--- src/rtl/alu_mul_sequencer.sv ---
// Shift-add unsigned W x W -> 2W multiplier that borrows the execute-stage ALU
// for its additions (ADD) and carry detection (GEQ); shifts and muxing stay local.
module alu_mul_sequencer #(
   parameter int              W      = 8,
   parameter int              Ops    = 4,
   parameter logic [Ops-1:0]  OP_ADD = Ops'(0),
   parameter logic [Ops-1:0]  OP_GEQ = Ops'(9)
) (
   input  logic               Clk,
   input  logic               Reset,
   input  logic               Start,
   input  logic [W-1:0]       MulA,
   input  logic [W-1:0]       MulB,
   output logic               Ready,
   output logic               Done,
   output logic [2*W-1:0]     Product,
   output logic [W-1:0]       ALU_A,
   output logic [W-1:0]       ALU_B,
   output logic [Ops-1:0]     ALU_OP,
   input  logic [W-1:0]       ALU_Out
);

   localparam int CW = (W > 1) ? $clog2(W) : 1;
   localparam logic [CW-1:0] LAST_CNT = CW'(W - 1);

   typedef enum logic [2:0] {
      S_IDLE  = 3'd0,
      S_ADD   = 3'd1,
      S_CARRY = 3'd2,
      S_SHIFT = 3'd3,
      S_DONE  = 3'd4
   } state_t;

   state_t             r_state;
   state_t             w_state_next;
   logic [W-1:0]       r_m;
   logic [W-1:0]       r_phi;
   logic [W-1:0]       r_plo;
   logic [W-1:0]       r_sum;
   logic [CW-1:0]      r_cnt;
   logic               r_carry;
   logic [2*W-1:0]     r_product;

   logic [W-1:0]       w_phi_shift;
   logic [W-1:0]       w_plo_shift;
   logic               w_accept;
   logic               w_last;

   assign Ready    = (r_state == S_IDLE) || (r_state == S_DONE);
   assign Done     = (r_state == S_DONE);
   assign Product  = r_product;
   assign w_accept = Ready && Start;
   assign w_last   = (r_cnt == LAST_CNT);

   // r_carry is only ever set by a CARRY cycle, so a bit that skipped the add shifts in 0.
   assign w_phi_shift = {r_carry, r_phi[W-1:1]};
   assign w_plo_shift = {r_phi[0], r_plo[W-1:1]};

   always_ff @(posedge Clk or negedge Reset) begin
      if (!Reset) begin
         r_state   <= S_IDLE;
         r_m       <= '0;
         r_phi     <= '0;
         r_plo     <= '0;
         r_sum     <= '0;
         r_cnt     <= '0;
         r_carry   <= 1'b0;
         r_product <= '0;
      end else begin
         r_state <= w_state_next;
         case (r_state)
            S_IDLE, S_DONE: begin
               if (w_accept) begin
                  r_m     <= MulA;
                  r_phi   <= '0;
                  r_plo   <= MulB;
                  r_cnt   <= '0;
                  r_carry <= 1'b0;
               end
            end
            S_ADD: begin
               r_sum <= ALU_Out;
            end
            S_CARRY: begin
               r_phi   <= r_sum;
               r_carry <= ~ALU_Out[0];
            end
            S_SHIFT: begin
               r_phi   <= w_phi_shift;
               r_plo   <= w_plo_shift;
               r_cnt   <= r_cnt + CW'(1);
               r_carry <= 1'b0;
               // Load the result on the way into DONE so it is valid while Done is high.
               if (w_last) begin
                  r_product <= {w_phi_shift, w_plo_shift};
               end
            end
            default: ;
         endcase
      end
   end

   always_comb begin
      w_state_next = r_state;
      ALU_A        = '0;
      ALU_B        = '0;
      ALU_OP       = OP_ADD;
      case (r_state)
         S_IDLE, S_DONE: begin
            if (w_accept) begin
               w_state_next = MulB[0] ? S_ADD : S_SHIFT;
            end else begin
               w_state_next = S_IDLE;
            end
         end
         S_ADD: begin
            ALU_A        = r_phi;
            ALU_B        = r_m;
            ALU_OP       = OP_ADD;
            w_state_next = S_CARRY;
         end
         S_CARRY: begin
            ALU_A        = r_sum;
            ALU_B        = r_phi;
            ALU_OP       = OP_GEQ;
            w_state_next = S_SHIFT;
         end
         S_SHIFT: begin
            if (w_last) begin
               w_state_next = S_DONE;
            end else begin
               w_state_next = r_plo[1] ? S_ADD : S_SHIFT;
            end
         end
         default: w_state_next = S_IDLE;
      endcase
   end

endmodule

--- config.mk ---
export PLATFORM = sky130hd
export DESIGN_NAME = alu_mul_sequencer
export DESIGN_NICKNAME = d
export VERILOG_FILES = /design/src/rtl/alu_mul_sequencer.sv
export SDC_FILE = /design/constraint.sdc
export NUM_CORES = 1
export LEC_CHECK = 0
export BUFFER_PORTS_ARGS = -buffer_cell sky130_fd_sc_hd__clkbuf_2
export CAP_MARGIN = 0
export CORE_MARGIN = 1
export CORE_UTILIZATION = 40
export DETAILED_ROUTE_END_ITERATION = 6
export PLACE_DENSITY = 0.68
export SLEW_MARGIN = 20
export SYNTH_ARGS = -nofsm -noshare
export SYNTH_HDL_FRONTEND = slang
export SYNTH_SLANG_ARGS = --single-unit
--- constraint.sdc ---
create_clock -name Clk -period 2.3 [get_ports Clk]
set_clock_uncertainty 0.15 [all_clocks]
set_input_delay 0.115 -clock Clk [delete_from_list [all_inputs] [get_ports Clk]]
set_output_delay 0.115 -clock Clk [all_outputs]
set_load 0.02 [all_outputs]
* Word-level counts from Yosys, hierarchy flattened *
Cells that the tools add are included.

word-level totals
  memories = 0
  input port bits = 27
  logic and storage cells = 42
  bits in latches = 0
  bits in read-only memories = 0
  output and inout bits = 38
  RAM bits = 0
  flip-flop bits (word level) = 55

cells by class
  add/subtract/negate cells = 1
  mux-type cells = 16
  bitwise operators = 1
  divide/modulo/power cells = 0
  shifts and indexed selects = 0
  multipliers = 0
  reductions and logical operators = 10
  order comparisons = 0
  equal/unequal tests = 6

operators by type and width
  cell                 number
  $pmux 8 s2           3
  $pmux 8 s3           1
  $mux 8               2
  $pmux 3 s4           1
  $reduce_and 2->1     4
  $eq 3x2->1 const B   2
  $eq 3x3->1 const B   2
  $mux 2               3
  $mux 3               2
  $pmux 3 s2           1
  $mux 4               1
  $add 3x1->3 const B  1
  $eq 3x1->1 const B   1
  $logic_not 3->1      1
  $pmux 1 s3           1
  $reduce_bool 3->1    1
  $ne 2x2->1 const B   1
  $reduce_bool 2->1    1
  $reduce_or 2->1      1
  $logic_and 1x1->1    1
  $logic_or 1x1->1     1
  $mux 1               1
  $not 1->1            1

* Depth between registers and ports, before layout *
Gate-level depths: netlist of run 1.

  depth in word-level cells = 5
  mapped depth = 6
  gate-level depth less buffers = 4

* Worst setup path after synthesis of run 1 *
No wires, ideal clock.

  path type = register -> register
  start point = register r_cnt[0]
  end point = register r_product[10], in the netlist Product[10]
  period minus slack after synthesis = 1.669 ns
  data arrival time = 1.394 ns
  buffers on the path = 1
  slack = 0.631 ns
  setup time = 0.125 ns
  stages on the path, launching flop included = 6
  data required time = 2.025 ns
  cell sequence = dfrtp_1 ha_1 ha_1 nand4_4 buf_6 mux2_2

between the ends
  longest elaborated chain between the ends = 2

ends and longest elaborated chain
  what                        RTL line  text
  from (decl)                 40        logic [CW-1:0] r_cnt;
  from (signal assigned)      91        r_cnt <= r_cnt + CW'(1);
  $eq 3x3->1                  53        assign w_last = (r_cnt == LAST_CNT);
  $reduce_and 2->1 (no line)  --
  to (signal assigned)        95        r_product <= {w_phi_shift, w_plo_shift};
  to (decl)                   42        logic [2*W-1:0] r_product;

No other way between the ends.
A chain may end at the register's enable or synchronous reset.

* Final worst setup path of run 1 *
  start point = register r_state[0]
  end point = output ALU_A[0]

between the ends
  longest elaborated chain between the ends = 2
  elaborated cells between the ends (all ways) = 3
  those cells by class = eq/ne (2); mux (1)

ends and longest elaborated chain
  what                                             RTL line  text
  from (decl)                                      34        state_t r_state;
  from (signal assigned)                           70        r_state <= w_state_next;
  $eq 3x2->1 / $eq 3x1->1 (equally long branches)  108       case (r_state)
  $pmux 8 s2 (*)                                   108
  to (decl)                                        17        output logic [W-1:0] ALU_A,

Mark *: on every way between the ends. The rest lies on a longest branch, timed or not.

==> run summary, run 1 <==
drt wl/cell = 14.84 um
Post-CTS Setup Bufs = 0
DRT Pass-1 Iters = 4
final net count = 319
vias in the first global route = 1775
Setup WS pre-CTS = 0.3918 ns
dpl hpwl = 3.498 mm
H-tree levels = 2
Area contributors post-synth = dfrtp_1 (54%), mux2_2 (11%), a22o_1 (9.5%)
slew at the pin with the worst max-slew slack = 0.6860 ns
DIE AREA = 6525 um^2
most frequent cell after synthesis = dfrtp_1
list of most frequent post-synthesis cells = dfrtp_1 (54), nand2_1 (31), a22o_1 (27)
top-area cell type share of the netlist area = 0.5444
slew margin rel. = 0.5427
largest net degree at the start of global routing = 30
Die Span Y = 80.78 um
setup ws final = 0.1600 ns
cell row count = 28
setup repair after global routing missed its margin = no
Cell Area, Synth = 2482 um^2
layout cell share with drive strength beyond 1 = 0.3677
clk_lat worst skew = 0.31 ns
Critical Path Sink Type = output port
Syn. warnings = 0
vias per cell = 4.997
critical path arrival = 1.87 ns
initial antenna violation count = 0
worst hold path class = in -> async
Worst IR Drop VDD = 0.6118 mV
met3 GRT Util = 0.04607
die width = 80.78 um
synthesized area per cell = 12.11 um^2
fraction of registers with async set/reset = 1.000
diode count = 0
status = finished, final reports clean
Fin. Hold Viols = 0
Clock Sinks = 54
Req. time, crit path = 2.04 ns
root buf cell = clkbuf_8
Worst Setup Start Kind = flop
Post-synth EDFFs = 0
Final ANT Viol Nets = 0
CP Max Fanout = 24
# setup viols final = 0
worst hold slack = 0.2288 ns
Slew Limit Fails = 0
worst r2r path cells = 3
first-pass GRT wire length = 8.666 mm
Reg clk slew, reported paths = 0.09 ns
routed via count = 1829
reg-to-reg endpoint = r_sum[7]$_DFFE_PN0N_
initial core utilization = 0.4168
Top Ports = 65
Main synth FF type = dfrtp_1
Area growth syn-to-layout = 27.07%
distinct cell type count after synthesis = 28
met1 Use GR = 0.2189
CTS tree = yes
met2 GRT Util = 0.3110
power per cell area = 1368 nW/um^2
total track usage = 0.1792
number of remaining DRC errors = 0
maximum clock path buffer count = 2
#FFs+latches synth = 54
cell count after synthesis = 205
Final Wtd Congestion = 0.7208
Reg-to-Reg Start = r_state[0]$_DFF_PN0_
drt first-iter violations = 56
maxcap violations = 0
FF-to-FF setup slack = 0.47 ns
area of the core = 5956 um^2
Inserted Clock Buffers = 5
final setup TNS = 0 ns
Post-DP Area = 2811 um^2
post-synthesis sequential area ratio = 0.5444
Buffers on Ports = 62
Overflow after GRT = 0
Most Crowded Layer GR = met2
Pleak = 0.001638 uW
largest area contributor in the netlist = dfrtp_1
final worst-path cycle share = 0.9304
DRT Wirelength = 5.432 mm
clock period minus worst slack = 2.140 ns
post-route design area = 3154 um^2
critical path class = reg -> out
Filler Cells Inserted = 517
Fmax = 467.3 MHz
repair_timing:
action / in CTS / in global routing
hold buffers: 25 / 0
endpoints found under the setup margin: 0 / 15
hold endpoints to repair: 50 / 0
gates resized for setup: 0 / 1
routing by layer:
layer | vias to the layer above | wire length, um
met5 | - | 0
met4 | 0 | 60
met3 | 7 | 272
met2 | 50 | 2625
met1 | 884 | 2473
li1 | 888 | -
registers in the layout (all words and copies together) (netlist names):
register and flops:
Product 16, r_carry 1, r_cnt 3, r_m 8
r_phi 8, r_plo 7, r_state 3, r_sum 8
where the power goes:
| part | internal, uW | leakage, uW | total (uW) | switching (uW) |
|---|---|---|---|---|
| clock network | 244 | 0.0000482 | 544 | 301 |
| registers | 1360 | 0.000677 | 1740 | 377 |
| logic | 919 | 0.000912 | 2030 | 1110 |
stage by stage:
stage            util  total power, uW  instances
2_1_floorplan       -             3257        206
3_5_place_dp   0.4721             3774        333
6_report       0.5296             4315        366
4_1_cts        0.5294             4356        366
3_3_place_gp   0.4721             3715        333
5_1_grt        0.5296             4644        366
worst max path at each step:
stage,startpoint,to,slack [ns],depth (start not counted)
floorplan,r_cnt[0]$_DFFE_PN0P_,Product[10]$_DFFE_PN0P_,0.63,5
global placement,r_state[1]$_DFF_PN0_,ALU_A[0],0.43,4
detailed placement,r_state[1]$_DFF_PN0_,ALU_A[0],0.39,4
CTS,r_state[1]$_DFF_PN0_,ALU_A[0],0.04,4
global route,r_state[0]$_DFF_PN0_,ALU_A[0],0.05,4
finish,r_state[0]$_DFF_PN0_,ALU_A[0],0.16,4
critical path: stages (launching register included):
cell and delay [ns]:
dfrtp_1 0.64, nor3b_4 0.25, buf_4 0.30, a22o_1 0.21, clkbuf_2 0.17
layout by cell type, fill, tap and decap left out, types with 2 or more instances in the layout:
| cell type | instances |
|---|---|
| dfrtp_1 | 53 |
| nor2_1 | 9 |
| dlygate4sd3_1 | 25 |
| clkbuf_8 | 6 |
| a21o_1 | 8 |
| nand2_1 | 31 |
| nor3b_4 | 3 |
| a22o_1 | 27 |
| mux2_2 | 24 |
| conb_1 | 2 |
| buf_4 | 5 |
| a21oi_1 | 14 |
| clkbuf_2 | 62 |
| inv_1 | 3 |
| ha_1 | 2 |
layout make-up:
type / instances / area (um^2) / share of cell area
Sequential cell: 54 / 1353 / 0.4288
Timing Repair Buffer: 93 / 618.1 / 0.1960
Inverter: 3 / 11.26 / 0.003570
Clock buffer: 7 / 86.33 / 0.02737
Clock inverter: 1 / 5.005 / 0.001587
Multi-Input combinational cell: 133 / 987.2 / 0.3130
Tap cell: 75 / 93.84 / 0.02975
logic make-up (layout without fill, tap and decap cells):
| group | after synthesis | count (layout) | synth area share |
|---|---|---|---|
| compound gates | 53 | 53 | 0.1613 |
| xor+xnor | 1 | 1 | 0.003529 |
| flops | 54 | 54 | 0.5444 |
| mux | 24 | 24 | 0.1089 |
| simple gates | 51 | 51 | 0.1109 |
| buf+inv | 19 | 104 | 0.05947 |
| fa+ha+maj | 2 | 2 | 0.01008 |
| other cells | 1 | 2 | 0.001511 |
No activity file was read; power rests on OpenSTA's default activity.
==> run 2: changes to the inputs <==
--- a/config.mk
+++ b/config.mk
@@ -10,7 +10,7 @@
 export CORE_MARGIN = 1
 export CORE_UTILIZATION = 40
 export DETAILED_ROUTE_END_ITERATION = 6
-export PLACE_DENSITY = 0.68
+export PLACE_DENSITY = 0.7
 export SLEW_MARGIN = 20
 export SYNTH_ARGS = -nofsm -noshare
 export SYNTH_HDL_FRONTEND = slang
==> run summary, run 2 (synthesis gave the netlist of run 1 again) <==
# setup viols final = 0 (unchanged)
worst r2r path cells = 3 (unchanged)
cell row count = 28 (unchanged)
Fmax = 464.3 MHz (-0.64%)
maximum clock path buffer count = 2 (unchanged)
CP cell instances = nor3b_4 > buf_12 > a22o_1 > clkbuf_2
drt first-iter violations = 82 (+46%)
Top Ports = 65 (unchanged)
Final Wtd Congestion = 0.7110 (-1.4%)
root buf cell = clkbuf_8
CP max stage delay = 0.67 ns (+0.03 ns)
Worst IR Drop VDD = 0.6327 mV (+3.4%)
dpl hpwl = 3.540 mm (+1.2%)
die width = 80.78 um (unchanged)
Inserted Clock Buffers = 5 (unchanged)
power per cell area = 1416 nW/um^2 (+3.5%)
initial core utilization = 0.4168 (unchanged)
Fin. Hold Viols = 0 (unchanged)
Area growth syn-to-layout = 29.39%
layout cell share with drive strength beyond 1 = 0.3677 (unchanged)
final net count = 319 (unchanged)
Clock Sinks = 54 (unchanged)
Buf/Inv on CP = 2 (unchanged)
Critical Path Sink Type = output port
most frequent cells in the layout = clkbuf_2 (62), dfrtp_1 (54), nand2_1 (31)
area of the core = 5956 um^2 (unchanged)
vias in the first global route = 1802 (+1.5%)
clk_lat worst skew = 0.31 ns (about the same)
initial antenna violation count = 0 (unchanged)
Crit path depth = 4 (unchanged)
diode count = 0 (unchanged)
vias per cell = 5.082 (+1.7%)
Overflow after GRT = 0 (unchanged)
clock period minus worst slack = 2.154 ns (+0.01384 ns)
Die Span Y = 80.78 um (unchanged)
largest net degree at the start of global routing = 32 (+6.7%)
slew at the pin with the worst max-slew slack = 0.6612 ns (-0.02483 ns)
status = finished, final reports clean
CP Max Fanout = 26 (+8.3%)
Req. time, crit path = 2.04 ns (about the same)
setup repair after global routing missed its margin = no
routed via count = 1860 (+1.7%)
Buffers on Ports = 62 (unchanged)
final worst-path cycle share = 0.9364 (+0.006016)
Slew Limit Fails = 0 (unchanged)
DRT Pass-1 Iters = 4 (unchanged)
DIE AREA = 6525 um^2 (unchanged)
slew margin rel. = 0.5592 (+0.01655)
Worst Setup Start Kind = flop
hold depth = 4
final setup TNS = 0 ns (unchanged)
non-filler cells, final = 366 (unchanged)
max reg flops = 16 (unchanged)
most common cell after layout, fill and taps aside = clkbuf_2
Cells after DPL = 333 (unchanged)
number of remaining DRC errors = 0 (unchanged)
Post-CTS Setup Bufs = 0 (unchanged)
critical path arrival = 1.89 ns (+0.02 ns)
crit-path leading delay family = flip-flops
drt wl/cell = 14.90 um (+0.37%)
critical path class = reg -> out
DRT Wirelength = 5.452 mm (+0.37%)
total track usage = 0.1789 (-0.0003107)
first-pass GRT wire length = 8.749 mm (+0.96%)
Slowest-stage cell, CP = dfrtp_1
Reg clk slew, reported paths = 0.10 ns (about the same)
Pleak = 0.001662 uW (+1.5%)
Final ANT Viol Nets = 0 (unchanged)
maxcap violations = 0 (unchanged)
CTS tree = yes
worst hold path class = in -> reg
H-tree levels = 2 (unchanged)
## run 2: where the power goes
group          leakage, uW  switching [uW]  internal [uW]
clock            0.0000683             313            436
sequential        0.000678             376           1360
combinational     0.000916            1120            944
## run 2: final cells by class
class | count | area (um^2)
clock buffers | 5 | 68.82
inverters | 3 | 11.26
clock inverters | 3 | 68.82
flip-flops and latches | 54 | 1351
well taps | 75 | 93.84
repair buffers | 93 | 630.6
multi-input cells | 133 | 987.2
fillers | 536 | 2744
## run 2: path summary, 6_finish.rpt
| kind | endpoint | slack [ns] | startpoint |
|---|---|---|---|
| max in group asynchronous | r_state[1]$_DFF_PN0_ | 1.19 | Reset |
| min in group asynchronous | r_sum[5]$_DFFE_PN0N_ | 0.21 | Reset |
| worst min register to register | r_m[2]$_DFFE_PN0P_ | 0.34 | r_m[2]$_DFFE_PN0P_ |
| worst max register to register | r_sum[7]$_DFFE_PN0N_ | 0.48 | r_state[0]$_DFF_PN0_ |
| worst max-delay path | ALU_A[0] | 0.15 | r_state[1]$_DFF_PN0_ |
| worst min-delay path | r_m[5]$_DFFE_PN0P_ | 0.05 | Start |
## run 2: tightest hold or removal path, delay by kind of cell
family | cells | cell delay, ns
and+or+nand+nor | 3 | 0.28
buffers and inverters | 1 | 0.09
## run 2: metrics by stage
step	setup WS (ns)	instance area (um^2)	power, uW	util	hold WS [ns]
after global routing	0.03239	3212	4857	0.5393	0.05984
after detailed placement	0.4812	2824	3803	0.4742	0.01910
final	0.1462	3212	4547	0.5393	0.05343
after floorplan	0.6311	2486	3257	-	-0.3306
after global placement	0.5176	2824	3743	0.4742	0.01933
after CTS	0.1265	3212	4589	0.5393	0.05133
## run 2: per-layer routing
metal / global-route usage / wire length (um) / vias to the layer above / share of wire
met5: 0 / 0 / - / 0
met3: 0.03708 / 235 / 8 / 0.043
met4: 0.05893 / 68 / 0 / 0.012
li1: - / - / 896 / -
met1: 0.2362 / 2524 / 902 / 0.46
met2: 0.2941 / 2624 / 54 / 0.48
## run 2: timing repair
action                                 CTS  global route
endpoints found under the hold margin   48             0
gates resized for setup                  0             0
hold buffers                            25             0
==> run 3: changes to the inputs <==
--- a/config.mk
+++ b/config.mk
@@ -7,7 +7,7 @@
 export LEC_CHECK = 0
 export BUFFER_PORTS_ARGS = -buffer_cell sky130_fd_sc_hd__clkbuf_2
 export CAP_MARGIN = 0
-export CORE_MARGIN = 1
+export CORE_MARGIN = 3
 export CORE_UTILIZATION = 40
 export DETAILED_ROUTE_END_ITERATION = 6
 export PLACE_DENSITY = 0.7
==> run summary, run 3 (synthesis gave the netlist of run 1 again) <==
most common cell after layout, fill and taps aside = clkbuf_2
Req. time, crit path = 2.04 ns (about the same)
Area growth syn-to-layout = 27.47%
area of the core = 5956 um^2 (unchanged)
dpl hpwl = 3.681 mm (+4.0%)
Top Ports = 65 (unchanged)
setup repair after global routing missed its margin = no
Critical Path Sink Type = output port
Worst Setup Start Kind = flop
worst hold slack = 0.06906 ns (+0.01563 ns)
Clock Sinks = 54 (unchanged)
cell row count = 28 (unchanged)
Final Wtd Congestion = 0.7150 (+0.56%)
root buf cell = clkbuf_8
routed via count = 1858 (-0.11%)
status = finished, final reports clean
Reg clk slew, reported paths = 0.10 ns (about the same)
Seq pwr share = 0.399 (+0.017)
worst hold path class = in -> reg
maxcap violations = 0 (unchanged)
vias in the first global route = 1937 (+7.5%)
slew margin rel. = 0.5789 (+0.01967)
crit-path leading delay family = flip-flops
Multi-input gate area = 987.2 um^2 (unchanged)
H-tree levels = 2 (unchanged)
Fmax = 473.4 MHz (+2.0%)
number of remaining DRC errors = 0 (unchanged)
power per cell area = 1389 nW/um^2 (-1.9%)
Pleak = 0.001642 uW (-1.2%)
layout cell share with drive strength beyond 1 = 0.3664 (-0.001259)
hold wc startpoint = Start
CP Max Fanout = 24 (-7.7%)
Critical Path Source = r_state[0]$_DFF_PN0_
final worst-path cycle share = 0.9184 (-0.01803)
DIE AREA = 7187 um^2 (+10%)
Reg-to-Reg Start = r_state[0]$_DFF_PN0_
slew at the pin with the worst max-slew slack = 0.6317 ns (-0.02950 ns)
vias per cell = 5.063 (-0.38%)
Slew Limit Fails = 0 (unchanged)
Final ANT Viol Nets = 0 (unchanged)
Reg area = 1353 um^2 (about the same)
clock period minus worst slack = 2.112 ns (-0.04148 ns)
first-pass GRT wire length = 9.446 mm (+8.0%)
Inserted Clock Buffers = 5 (unchanged)
Slowest-stage cell, CP = dfrtp_1
CP max stage delay = 0.64 ns (-0.03 ns)
diode count = 0 (unchanged)
Post-CTS Setup Bufs = 0 (unchanged)
Clock Power Share = 0.140 (-0.025)
DRT Pass-1 Iters = 4 (unchanged)
CP cell instances = nor3b_4 > buf_4 > a22o_1 > clkbuf_2
clk_lat worst skew = 0.31 ns (about the same)
Buffers on Ports = 62 (unchanged)
CTS tree = yes
Buf/Inv on CP = 2 (unchanged)
Die Span Y = 84.78 um (+5.0%)
PnR Total Power = 4396 uW (-3.3%)
max reg flops = 16 (unchanged)
initial antenna violation count = 0 (unchanged)
drt wl/cell = 15.00 um (+0.72%)
die width = 84.78 um (+5.0%)
Net Sw Frac = 0.4064 (+0.009518)
sw power = 1786 uW (-1.0%)
Fin. Hold Viols = 0 (unchanged)
final net count = 320 (+0.31%)
final setup TNS = 0 ns (unchanged)
Logic pwr share = 0.461 (+0.008)
largest net degree at the start of global routing = 29 (-9.4%)
critical path arrival = 1.85 ns (-0.04 ns)
most frequent cells in the layout = clkbuf_2 (62), dfrtp_1 (53), nand2_1 (31)
drt first-iter violations = 67 (-18%)
initial core utilization = 0.4168 (unchanged)
Pint = 2609 uW (-4.9%)
# setup viols final = 0 (unchanged)
maximum clock path buffer count = 2 (unchanged)
critical path class = reg -> out
total track usage = 0.1662 (-0.01272)
Worst IR Drop VDD = 0.6663 mV (+5.3%)
DRT Wirelength = 5.506 mm (+0.99%)
Filler Cells Inserted = 537 (+0.19%)
Overflow after GRT = 0 (unchanged)
[run 3: changes by cell type in the layout (fill, tap and decap cells not counted), sizes merged]
cell,change
clkbuf,+2
buf,+1
clkinv,-1
bufinv,-1
[run 3: path summary, 6_finish.rpt]
| path | to | slack [ns] | depth (start not counted) |
|---|---|---|---|
| min in group asynchronous | Product[2]$_DFFE_PN0P_ | 0.14 | 2 |
| max reg2reg | r_sum[7]$_DFFE_PN0N_ | 0.49 | 3 |
| min | r_m[4]$_DFFE_PN0P_ | 0.07 | 4 |
| max | ALU_B[3] | 0.19 | 4 |
| min reg2reg | r_m[4]$_DFFE_PN0P_ | 0.34 | 2 |
| max in group asynchronous | r_phi[6]$_DFFE_PN0P_ | 1.22 | 3 |
[run 3: per-stage QoR]
stage	area [um^2]	utilization	std cells	setup WS (ns)
2_1_floorplan	2486	-	206	0.6311
6_report	3164	0.5313	367	0.1877
3_5_place_dp	2806	0.4712	334	0.4392
5_1_grt	3164	0.5313	367	0.04612
4_1_cts	3163	0.5311	367	0.07994
3_3_place_gp	2806	0.4712	334	0.4782
[run 3: power groups by stage]
stage | sequential [uW] | combinational (uW) | clock (uW)
floorplan | 1720 | 1540 | 0
global placement | 1760 | 1960 | 0
detailed placement | 1770 | 2000 | 0
CTS | 1750 | 2040 | 640
global route | 1820 | 2230 | 671
finish | 1750 | 2030 | 615
[run 3: area by class of cell]
class,instances,area share
inverters,3,0.003559
repair buffers,94,0.1938
flip-flops and latches,54,0.4274
clock inverters,1,0.009490
well taps,75,0.02966
clock buffers,7,0.02412
multi-input cells,133,0.3120
[run 3: metal layers]
layer  GRT usage  share of wire
met5           0              0
met4     0.05324          0.013
met3     0.03140          0.058
met2      0.2683           0.47
met1      0.2271           0.46
[run 3: worst min-delay path: stages]
cell,delay (ns)
clkbuf_2,0.09
nor3b_4,0.17
nand2_1,0.07
nand2_1,0.04
[run 3: timing repair]
action | in CTS | in global routing
resized for setup | 0 | 1
hold buffers | 25 | 0
endpoints found under the setup margin | 0 | 7
hold endpoints to repair | 41 | 0
